===== src/rtl/and_operand_stager.sv =====
// and_operand_stager: pairs operand beats from a shared bus into A/B registers
// and presents each completed pair to the downstream AND gate with a
// valid/ready handshake. Flags framing errors and counts delivered pairs.
//
// state    | meaning
// ---------+-----------------------------------------------------------
// LOAD_A   | waiting for a first-marked beat to capture as operand A
// LOAD_B   | A captured; waiting for the B beat (a first-marked beat resyncs A)
// PRESENT  | a_out/b_out hold a complete pair; waiting for pair_ready
module and_operand_stager #(
  parameter int WIDTH     = 8,
  parameter int CNT_WIDTH = 16
) (
  input  logic                 clk,
  input  logic                 rst_n,
  input  logic [WIDTH-1:0]     in_data,
  input  logic                 in_first,
  input  logic                 in_valid,
  output logic                 in_ready,
  output logic [WIDTH-1:0]     a_out,
  output logic [WIDTH-1:0]     b_out,
  output logic                 pair_valid,
  input  logic                 pair_ready,
  output logic                 sync_err,
  output logic [CNT_WIDTH-1:0] pair_count
);

  typedef enum logic [1:0] {
    LOAD_A  = 2'd0,
    LOAD_B  = 2'd1,
    PRESENT = 2'd2
  } state_t;

  state_t               state_q, state_d;
  logic [WIDTH-1:0]     a_q, a_d;
  logic [WIDTH-1:0]     b_q, b_d;
  logic                 sync_err_q, sync_err_d;
  logic [CNT_WIDTH-1:0] pair_count_q, pair_count_d;
  logic                 accept;

  // Handshake outputs are pure state decodes so no input reaches them combinationally.
  assign in_ready   = (state_q != PRESENT);
  assign pair_valid = (state_q == PRESENT);
  assign accept     = in_valid & in_ready;

  // Next-state and datapath decisions for each state.
  always_comb begin
    state_d      = state_q;
    a_d          = a_q;
    b_d          = b_q;
    sync_err_d   = 1'b0;
    pair_count_d = pair_count_q;
    unique case (state_q)
      LOAD_A: begin
        if (accept) begin
          if (in_first) begin
            a_d     = in_data;
            state_d = LOAD_B;
          end else begin
            // Orphan B beat: dropped, only the error is reported.
            sync_err_d = 1'b1;
          end
        end
      end
      LOAD_B: begin
        if (accept) begin
          if (in_first) begin
            // New frame started before B arrived: replace the stale A.
            a_d        = in_data;
            sync_err_d = 1'b1;
          end else begin
            b_d     = in_data;
            state_d = PRESENT;
          end
        end
      end
      PRESENT: begin
        if (pair_ready) begin
          pair_count_d = pair_count_q + 1'b1;
          state_d      = LOAD_A;
        end
      end
      default: state_d = LOAD_A;
    endcase
  end

  // State and output registers; reset clears everything immediately.
  always_ff @(posedge clk or negedge rst_n) begin
    if (!rst_n) begin
      state_q      <= LOAD_A;
      a_q          <= '0;
      b_q          <= '0;
      sync_err_q   <= 1'b0;
      pair_count_q <= '0;
    end else begin
      state_q      <= state_d;
      a_q          <= a_d;
      b_q          <= b_d;
      sync_err_q   <= sync_err_d;
      pair_count_q <= pair_count_d;
    end
  end

  assign a_out      = a_q;
  assign b_out      = b_q;
  assign sync_err   = sync_err_q;
  assign pair_count = pair_count_q;

endmodule


===== config.mk =====
export PLATFORM = sky130hd
export DESIGN_NAME = and_operand_stager
export DESIGN_NICKNAME = d
export VERILOG_FILES = /design/src/rtl/and_operand_stager.sv
export SDC_FILE = /design/constraint.sdc
export NUM_CORES = 1
export LEC_CHECK = 0
export BUFFER_PORTS_ARGS = -buffer_cell sky130_fd_sc_hd__buf_4
export CAP_MARGIN = 5
export CORE_UTILIZATION = 49
export CTS_BUF_LIST = sky130_fd_sc_hd__clkbuf_16
export CTS_CLUSTER_DIAMETER = 120
export DETAILED_ROUTE_END_ITERATION = 10
export PLACE_DENSITY = 0.85
export SYNTH_ARGS = -nofsm -noshare
export SYNTH_HDL_FRONTEND = slang
export SYNTH_SLANG_ARGS = --single-unit

===== constraint.sdc =====
create_clock -name clk -period 1.86 [get_ports clk]
set_input_delay 0.093 -clock clk [delete_from_list [all_inputs] [get_ports clk]]
set_output_delay 0.093 -clock clk [all_outputs]
set_load 0.02 [all_outputs]

==> out/results.tsv, run 1 <==
metric	value	unit
status	finished, final reports clean	
most used standard cell by instance count after synthesis	dfrtp_1	
wire length of the first global-routing pass	4974	um
part of the cycle the worst path needs	86.84	%
worst skew pair latency	0.27	ns
fin cells	193	
share of synthesized area occupied by flip-flops and latches	59.98	%
Slew @ Worst Pin	0.5646	ns
maximum clock frequency	619.1	MHz
number of maximum-capacitance constraint violations	0	
number of iterations in the first detailed-routing pass	4	
largest net degree at the start of global routing	36	
Final nets	177	
Worst Hold Path EP	a_out[4]	
ratio of cells with drive above 1 in the final layout	45.06	%
final slew viol count	0	
stage delay of the slowest cell on the critical path	0.52	ns
placed wire-length estimate after detailed placement	2057	um
number of antenna violations at the first check in global routing	0	
chain of cells forming the critical path	nand3b_1 -> nor3_4 -> and3_1 -> xor2_1	
pwr/cell area	1493	nW/um2
number of library cell types mapped by synthesis	24	
Setup CP Type	flop to flop	
startpoint of the worst-slack reg-to-reg timing path	state_q[1]	
area of the core region	2781	um2
netlist area before placement	1460	um2
number of placed instances, taps included	185	
CTS Sinks	35	
Max-Slew Margin vs Limit	62.08	%
portion of synthesized cell area occupied by the leading cell type	59.98	%
clock transition at the registers of the reported paths	0.05	ns
synthesis-to-finish area growth	36.16	%
Worst Setup Slack post-DPL	0.2364	ns
Synth Warn #	0	
number of flops mapped to enable cells by yosys	0	
largest cells by area after synthesis	dfrtp_1 60%, mux2_2 13%, xnor2_1 6.6%, xor2_1 2.4%, nand2_1 1.8%	
standby leakage power	0.9752	nW
number of H-tree levels	2	
Antenna diodes	0	
vias after detailed routing	1037	
Clock Tree Buf Depth	2	
Die Area	3202	um2
Worst R2R Setup Slack	0.24	ns
number of filler instances in the final layout	200	
Vias per Instance	5.373	
boundary pin count	48	
time the final worst path needs with I/O delays and setup	1.615	ns
RD Place Congestion	0.7150	
Port Buf Inserts	47	
CTS Buf Count	5	
initial drt markers	14	
Worst Min Path Start	in_data[4]	
Data arrival, critical path	1.81	ns
synthesized net count	123	
CTS Root Cell	clkbuf_16	
post-route DRC violation count	0	
total global-route track usage	20.94	%
clock tree from TritonCTS	done	
remaining antenna violation count after routing	0	
worst-path cell with the longest stage delay	dfrtp_1	
flop and latch count out of synthesis	35	
RSZ-0062 raised after global routing	false	
final setup violating endpoints	0	
clock tree skew after final layout	0.002885	ns
Die Y	56.59	um
kind of path behind the tightest hold check	primary input to flop	
total chip power	2.969	mW
most common library cells after synthesis	35 x dfrtp_1, 17 x mux2_2, 11 x xnor2_1	
grt total ovfl	0	
Worst Setup Start Kind	flop	
utilization of the core after routing	71.48	%
post-DR wirelength/cell	15.44	um
peak fanout along the critical path	10	
Final Hold Fails	0	
mean area per synthesized cell	13.52	um2
largest voltage drop on the vdd net	1.200	mV
prevailing post-synth register cell	dfrtp_1	
reg2reg path depth	4	
Setup Total Neg Slack	0	ns
most area-hungry cell type in the Yosys netlist	dfrtp_1	
count of standard-cell rows	19	
startpoint of the most critical setup path	state_q[1]	
effective utilization at floorplan	52.50	%
share of flip-flops with an asynchronous set or reset	100.0	%
kind of capture point of the worst setup path	flop	
endpoint of the most critical register-to-register path	pair_count[7]	
total length of routed wires	2979	um
cts repair resizes	0	
via count of the first global-routing pass	1041	
setup slack of the critical path after layout	0.2448	ns
DIE WIDTH	56.59	um
hold depth	2	
required time at the worst-slack endpoint	2.06	ns
Cells after Synth	108	
==> final cells by class <==
class	count	area, um2	share of cell area, %
Sequential cell	35	875.8	44.05
Tap cell	31	38.79	1.951
Clock inverter	2	8.758	0.4405
Timing Repair Buffer	48	362.8	18.25
Multi-Input combinational cell	69	565.5	28.45
Inverter	3	11.26	0.5664
Clock buffer	5	125.1	6.293
==> state kept, by name (all words and copies together), names as in the netlist <==
signal and flops:
sync_err 1, a_out 8, b_out 8, state_q 2, pair_count 16
==> how the worst max path moves through the flow <==
stage                endpoint  slack (ns)  cells after the start
3_5_place_dp   pair_count[13]        0.24                      4
2_1_floorplan        b_out[0]        0.40                      3
4_1_cts              b_out[3]        0.22                      3
6_report        pair_count[7]        0.24                      4
3_3_place_gp    pair_count[7]        0.31                      4
5_1_grt        pair_count[15]         0.1                      4
==> cell families (layout without fill, tap and decap cells) <==
group           Yosys count  count (layout)  synth area share, %
simple gates             31              31                13.28
buf+inv                   4              58                1.285
xor+xnor                 15              15                8.997
flops                    35              35                59.98
fa+ha+maj                 2               2                1.714
mux                      17              17                13.11
compound gates            4               4                1.628
==> repair_timing <==
item | CTS | global route
endpoints found under the hold margin | 35 | 0
hold buffers | 1 | 0
setup buffers | 0 | 0
==> layer usage <==
layer  share of wire, %  wire, um  global-route usage, %  vias to the layer above
met3                7.4       220                  6.221                        7
li1                   -         -                      -                      483
met1                 44      1313                  26.59                      502
met5                  0         0                      0                        -
met4                1.7        50                  8.362                        0
met2                 47      1395                  33.61                       45
==> power by group <==
part | switching [mW] | leakage, nW | total, mW | internal, mW
sequential | 0.190 | 0.447 | 1.18 | 0.987
combinational | 0.526 | 0.461 | 1.03 | 0.504
clock | 0.282 | 0.0671 | 0.762 | 0.480
total | 0.998 | 0.975 | 2.97 | 1.97
==> per-stage QoR <==
step	instance area [um2]	hold WS [ns]
6_report	1988	0.05992
5_1_grt	1988	0.05771
4_1_cts	1988	0.05342
3_5_place_dp	1844	0.06033
3_3_place_gp	1844	0.05821
2_1_floorplan	1460	-0.2026
==> critical path, delay by kind of cell, from the launching register on <==
family	cells	cell delay, ns
xor gates and xnor gates	1	0.15
DFF	1	0.52
and+or+nand+nor	3	0.87
==> layout by cell type, fill, tap and decap left out <==
master,netlist,final
and3_1,1,1
nand4_1,3,3
nand3b_1,2,2
inv_1,2,2
nor2_1,5,5
nor3_1,1,1
clkinv_1,0,1
clkbuf_16,0,5
xor2_1,4,4
nand4b_1,1,1
a21oi_1,1,1
clkinv_2,0,1
ha_1,2,2
mux2_2,17,17
inv_2,1,1
nor4b_1,1,1
nor4_4,1,1
dfrtp_1,35,35
and2_1,1,1
nor3_4,1,1
nand3_1,5,5
dlygate4sd3_1,0,1
o41ai_1,1,1
nand2_1,7,7
xnor2_1,11,11
o21ai_0,2,2
buf_4,1,47
and4_1,2,2
No activity file was read; power rests on OpenSTA's default activity.
==> run 2, diff against run 1 <==
--- a/config.mk
+++ b/config.mk
@@ -7,11 +7,11 @@
 export LEC_CHECK = 0
 export BUFFER_PORTS_ARGS = -buffer_cell sky130_fd_sc_hd__buf_4
 export CAP_MARGIN = 5
-export CORE_UTILIZATION = 49
+export CORE_UTILIZATION = 35
 export CTS_BUF_LIST = sky130_fd_sc_hd__clkbuf_16
 export CTS_CLUSTER_DIAMETER = 120
 export DETAILED_ROUTE_END_ITERATION = 10
-export PLACE_DENSITY = 0.85
+export PLACE_DENSITY = 0.66
 export SYNTH_ARGS = -nofsm -noshare
 export SYNTH_HDL_FRONTEND = slang
 export SYNTH_SLANG_ARGS = --single-unit
==> run 2 against run 1 <==
Maximum frequency is 0.13% lower. Non-clock buffer count rose by 1. Flip-flop and latch count stayed put. Highest routed layer unchanged.
==> out/results.tsv, run 2 (same netlist as run 1, synthesis figures left out) <==
metric	value	unit
peak fanout along the critical path	10	
post-placement cell area	1876	um2
worst skew pair latency	0.27	ns
WP buf/inv	0	
Die Y	66.59	um
RSZ-0062 raised after global routing	false	
clock transition at the registers of the reported paths	0.05	ns
kind of path behind the tightest hold check	primary input to flop	
Max-Slew Margin vs Limit	71.18	%
number of flip-flops in the largest register	16	
Setup Total Neg Slack	0	ns
startpoint of the most critical setup path	state_q[1]	
boundary pin count	48	
most frequent cells in the layout	48 x buf_4, 35 x dfrtp_1, 17 x mux2_2, 11 x xnor2_1, 7 x nand2_1	
Antenna diodes	0	
status	finished, final reports clean	
hold depth	2	
RD Place Congestion	0.7239	
chain of cells forming the critical path	nand3b_1 -> nor3_4 -> nand4_1 -> xnor2_1	
reg2reg path depth	4	
CTS Sinks	35	
number of filler instances in the final layout	352	
pwr/cell area	1465	nW/um2
total chip power	2.961	mW
Vias per Instance	4.734	
post-route DRC violation count	0	
Worst Min Path Start	in_data[7]	
Worst Setup Start Kind	flop	
post-route cell area	2022	um2
ratio of cells with drive above 1 in the final layout	44.51	%
Final nets	178	
total length of routed wires	2883	um
Data arrival, critical path	1.77	ns
required time at the worst-slack endpoint	2.02	ns
Clock Tree Buf Depth	2	
endpoint of the most critical register-to-register path	pair_count[11]	
Port Buf Inserts	47	
CTS Root Cell	clkbuf_16	
Final Hold Fails	0	
endpoint of the worst setup timing path	pair_count[11]	
grt total ovfl	0	
final slew viol count	0	
commonest non-fill, non-tap cell in the layout	buf_4	
kind of capture point of the worst setup path	flop	
time the final worst path needs with I/O delays and setup	1.617	ns
number of cells on the critical path	4	
via count of the first global-routing pass	1011	
post-DR wirelength/cell	13.47	um
stage delay of the slowest cell on the critical path	0.52	ns
Setup CP Type	flop to flop	
count of standard-cell rows	23	
largest voltage drop on the vdd net	0.5352	mV
CP delay by family, top	simple AND/OR/NAND/NOR gates	
remaining antenna violation count after routing	0	
number of H-tree levels	2	
standby leakage power	0.9836	nW
number of buffers added for setup after CTS	0	
DIE WIDTH	66.59	um
clock tree from TritonCTS	done	
number of iterations in the first detailed-routing pass	4	
total global-route track usage	14.87	%
part of the cycle the worst path needs	86.95	%
vias after detailed routing	1013	
number of antenna violations at the first check in global routing	0	
placed wire-length estimate after detailed placement	2108	um
maximum clock frequency	618.4	MHz
clock tree skew after final layout	0.004383	ns
area of the core region	4000	um2
largest net degree at the start of global routing	36	
Worst R2R Setup Slack	0.24	ns
final setup violating endpoints	0	
initial drt markers	28	
effective utilization at floorplan	36.50	%
number of maximum-capacitance constraint violations	0	
CTS Buf Count	5	
synthesis-to-finish area growth	38.47	%
startpoint of the worst-slack reg-to-reg timing path	state_q[1]	
Slew @ Worst Pin	0.4323	ns
worst-path cell with the longest stage delay	dfrtp_1	
wire length of the first global-routing pass	4733	um
Die Area	4434	um2
run 2: cell types whose count changed in the layout (fill, tap and decap cells not counted):
cell      change
clkinv_2      -1
buf_4         +1
inv_1         +1
clkinv_1      +1
run 2: how the worst min path moves through the flow:
stage / end / slack (ns)
after floorplan: a_out[0] / -0.20
after global placement: a_out[6] / 0.06
after detailed placement: b_out[6] / 0.07
after CTS: a_out[0] / 0.06
after global routing: a_out[0] / 0.06
final: b_out[7] / 0.06
run 2: final cells by class:
type | count | area, um2 | area share [%]
Clock buffer | 5 | 125.1 | 6.188
Clock inverter | 3 | 11.26 | 0.5569
Inverter | 3 | 11.26 | 0.5569
Multi-Input combinational cell | 69 | 565.5 | 27.97
Sequential cell | 35 | 875.8 | 43.32
Tap cell | 50 | 62.56 | 3.094
Timing Repair Buffer | 49 | 370.4 | 18.32
run 2: what timing repair did:
item | CTS | global route
gates resized for setup | 0 | 0
hold endpoints to repair | 35 | 0
hold buffers | 1 | 0
run 2: power by group:
group | internal (mW) | leakage, nW | switching (mW) | total (mW)
registers | 0.987 | 0.447 | 0.181 | 1.17
clock network | 0.480 | 0.0701 | 0.276 | 0.756
logic | 0.508 | 0.467 | 0.530 | 1.04
run 2: per-layer routing:
metal  vias to the layer above  wire (um)  global-route usage, %
li1                        487          -                      -
met1                       475       1233                  17.85
met2                        44       1355                  23.36
met3                         7        233                  4.966
met4                         0         60                  7.979
met5                         -          0                      0
run 2: stage by stage:
| step | hold slack [ns] | util [%] | std cells | worst slack [ns] |
|---|---|---|---|---|
| detailed placement | 0.06684 | 46.89 | 205 | 0.2265 |
| global placement | 0.05923 | 46.89 | 205 | 0.2898 |
| floorplan | -0.2026 | - | 108 | 0.4005 |
| CTS | 0.05834 | 50.55 | 214 | 0.2199 |
| finish | 0.06385 | 50.55 | 214 | 0.2428 |
| global route | 0.05523 | 50.55 | 214 | 0.06888 |
==> run 3, diff against run 2 <==
--- a/config.mk
+++ b/config.mk
@@ -5,8 +5,9 @@
 export SDC_FILE = /design/constraint.sdc
 export NUM_CORES = 1
 export LEC_CHECK = 0
+export ABC_AREA = 0
 export BUFFER_PORTS_ARGS = -buffer_cell sky130_fd_sc_hd__buf_4
-export CAP_MARGIN = 5
+export CORE_ASPECT_RATIO = 1.75
 export CORE_UTILIZATION = 35
 export CTS_BUF_LIST = sky130_fd_sc_hd__clkbuf_16
 export CTS_CLUSTER_DIAMETER = 120
==> run 3 against run 2 <==
Clock skew down 0.0025 ns. Cell count down 1.4%. Routed wire length up 2.5%. Setup slack better by 0.012 ns. Flip-flop and latch count unchanged. Global-route usage down 0.051 points. Sequential power about the same. Die area up 0.23%. Core utilization up 0.63 points. Worst hold slack about the same. Critical endpoint is now pair_count[7].
==> out/results.tsv, run 3 (same netlist as run 1, synthesis figures left out) <==
metric	value	unit
clock tree from TritonCTS	done	
area taken by flip-flops and latches	875.8	um2
wire length of the first global-routing pass	4892	um
maximum clock frequency	623.1	MHz
number of maximum-capacitance constraint violations	0	
commonest non-fill, non-tap cell in the layout	buf_4	
kind of capture point of the worst setup path	flop	
Die Area	4444	um2
peak fanout along the critical path	10	
status	finished, final reports clean	
grt total ovfl	0	
Final nets	178	
total length of routed wires	2954	um
number of flip-flops in the largest register	16	
effective utilization at floorplan	37.05	%
Max-Slew Margin vs Limit	69.84	%
synthesis-to-finish area growth	38.13	%
worst skew pair latency	0.27	ns
total chip power	2.971	mW
post-placement cell area	1873	um2
number of filler instances in the final layout	362	
DIE WIDTH	50.83	um
CTS Sinks	35	
Port Buf Inserts	47	
Final Hold Fails	0	
total global-route track usage	14.82	%
post-route cell area	2017	um2
via count of the first global-routing pass	1080	
placed wire-length estimate after detailed placement	2172	um
Slew @ Worst Pin	0.4511	ns
remaining antenna violation count after routing	0	
Worst Setup Start Kind	flop	
RSZ-0062 raised after global routing	false	
number of antenna violations at the first check in global routing	0	
CTS Root Cell	clkbuf_16	
RD Place Congestion	0.7270	
area of the core region	3941	um2
standby leakage power	0.9806	nW
final setup violating endpoints	0	
Die Y	87.45	um
Setup CP Type	flop to flop	
ratio of cells with drive above 1 in the final layout	45.40	%
kind of path behind the tightest hold check	primary input to flop	
vias after detailed routing	1039	
multi-input gate area in the final layout	565.5	um2
Vias per Instance	4.924	
final slew viol count	0	
number of H-tree levels	2	
clock tree skew after final layout	0.001857	ns
count of standard-cell rows	30	
Data arrival, critical path	1.80	ns
Antenna diodes	0	
largest voltage drop on the vdd net	0.9751	mV
clock transition at the registers of the reported paths	0.05	ns
post-DR wirelength/cell	14.00	um
most frequent cells in the layout	48 x buf_4, 35 x dfrtp_1, 17 x mux2_2, 11 x xnor2_1, 7 x nand2_1	
worst hold margin	0.06417	ns
required time at the worst-slack endpoint	2.06	ns
time the final worst path needs with I/O delays and setup	1.605	ns
CTS Buf Count	5	
part of the cycle the worst path needs	86.28	%
pwr/cell area	1473	nW/um2
post-route DRC violation count	0	
Setup Total Neg Slack	0	ns
largest net degree at the start of global routing	36	
number of iterations in the first detailed-routing pass	4	
boundary pin count	48	
initial drt markers	20	
Clock Tree Buf Depth	2	
run 3: changes by cell type in the layout (fill, tap and decap cells not counted), sizes merged:
cell	delta
inv	-1
run 3: worst paths after layout:
kind	start	endpoint	slack (ns)	depth (start not counted)
setup / recovery	state_q[1]	pair_count[7]	0.26	4
hold / removal	in_data[0]	a_out[0]	0.06	2
setup reg to reg	state_q[1]	pair_count[7]	0.26	4
hold reg to reg	pair_count[15]	pair_count[15]	0.48	1
max in group asynchronous	rst_n	pair_count[0]	1.24	2
min in group asynchronous	rst_n	pair_count[12]	0.31	2
run 3: timing repair:
| action | in CTS | in global routing |
|---|---|---|
| setup buffers | 0 | 0 |
| hold buffers | 1 | 0 |
| gates resized for setup | 0 | 0 |
| hold endpoints to repair | 35 | 0 |
run 3: critical path, cell delays in order (launching register included):
cell	delay [ns]
dfrtp_1	0.53
nand3b_1	0.27
nor3_4	0.37
and3_1	0.22
xor2_1	0.14
run 3: through the flow:
stage          cells  utilization, %  worst slack (ns)
2_1_floorplan    108               -            0.4005
3_3_place_gp     203           47.52            0.3227
3_5_place_dp     203           47.52            0.2442
4_1_cts          211           51.17            0.2439
5_1_grt          211           51.17           0.09000
6_report         211           51.17            0.2551
run 3: report_power, final:
part	switching (mW)	internal, mW	leakage (nW)
logic	0.527	0.509	0.467
clock network	0.280	0.480	0.0671
registers	0.188	0.986	0.447
run 3: routing by layer:
layer / GRT usage (%) / vias to the layer above / part of all wire [%]
met5: 0 / - / 0
met4: 5.303 / 0 / 1.5
met3: 3.141 / 6 / 4.2
met2: 27.88 / 38 / 54
met1: 15.77 / 510 / 40
li1: - / 485 / -
run 3: cell type report:
class	instances	area share (%)
Clock buffer	5	6.203
Clock inverter	2	0.4342
Inverter	3	0.5583
Multi-Input combinational cell	69	28.04
Sequential cell	35	43.42
Tap cell	48	2.978
Timing Repair Buffer	49	18.36
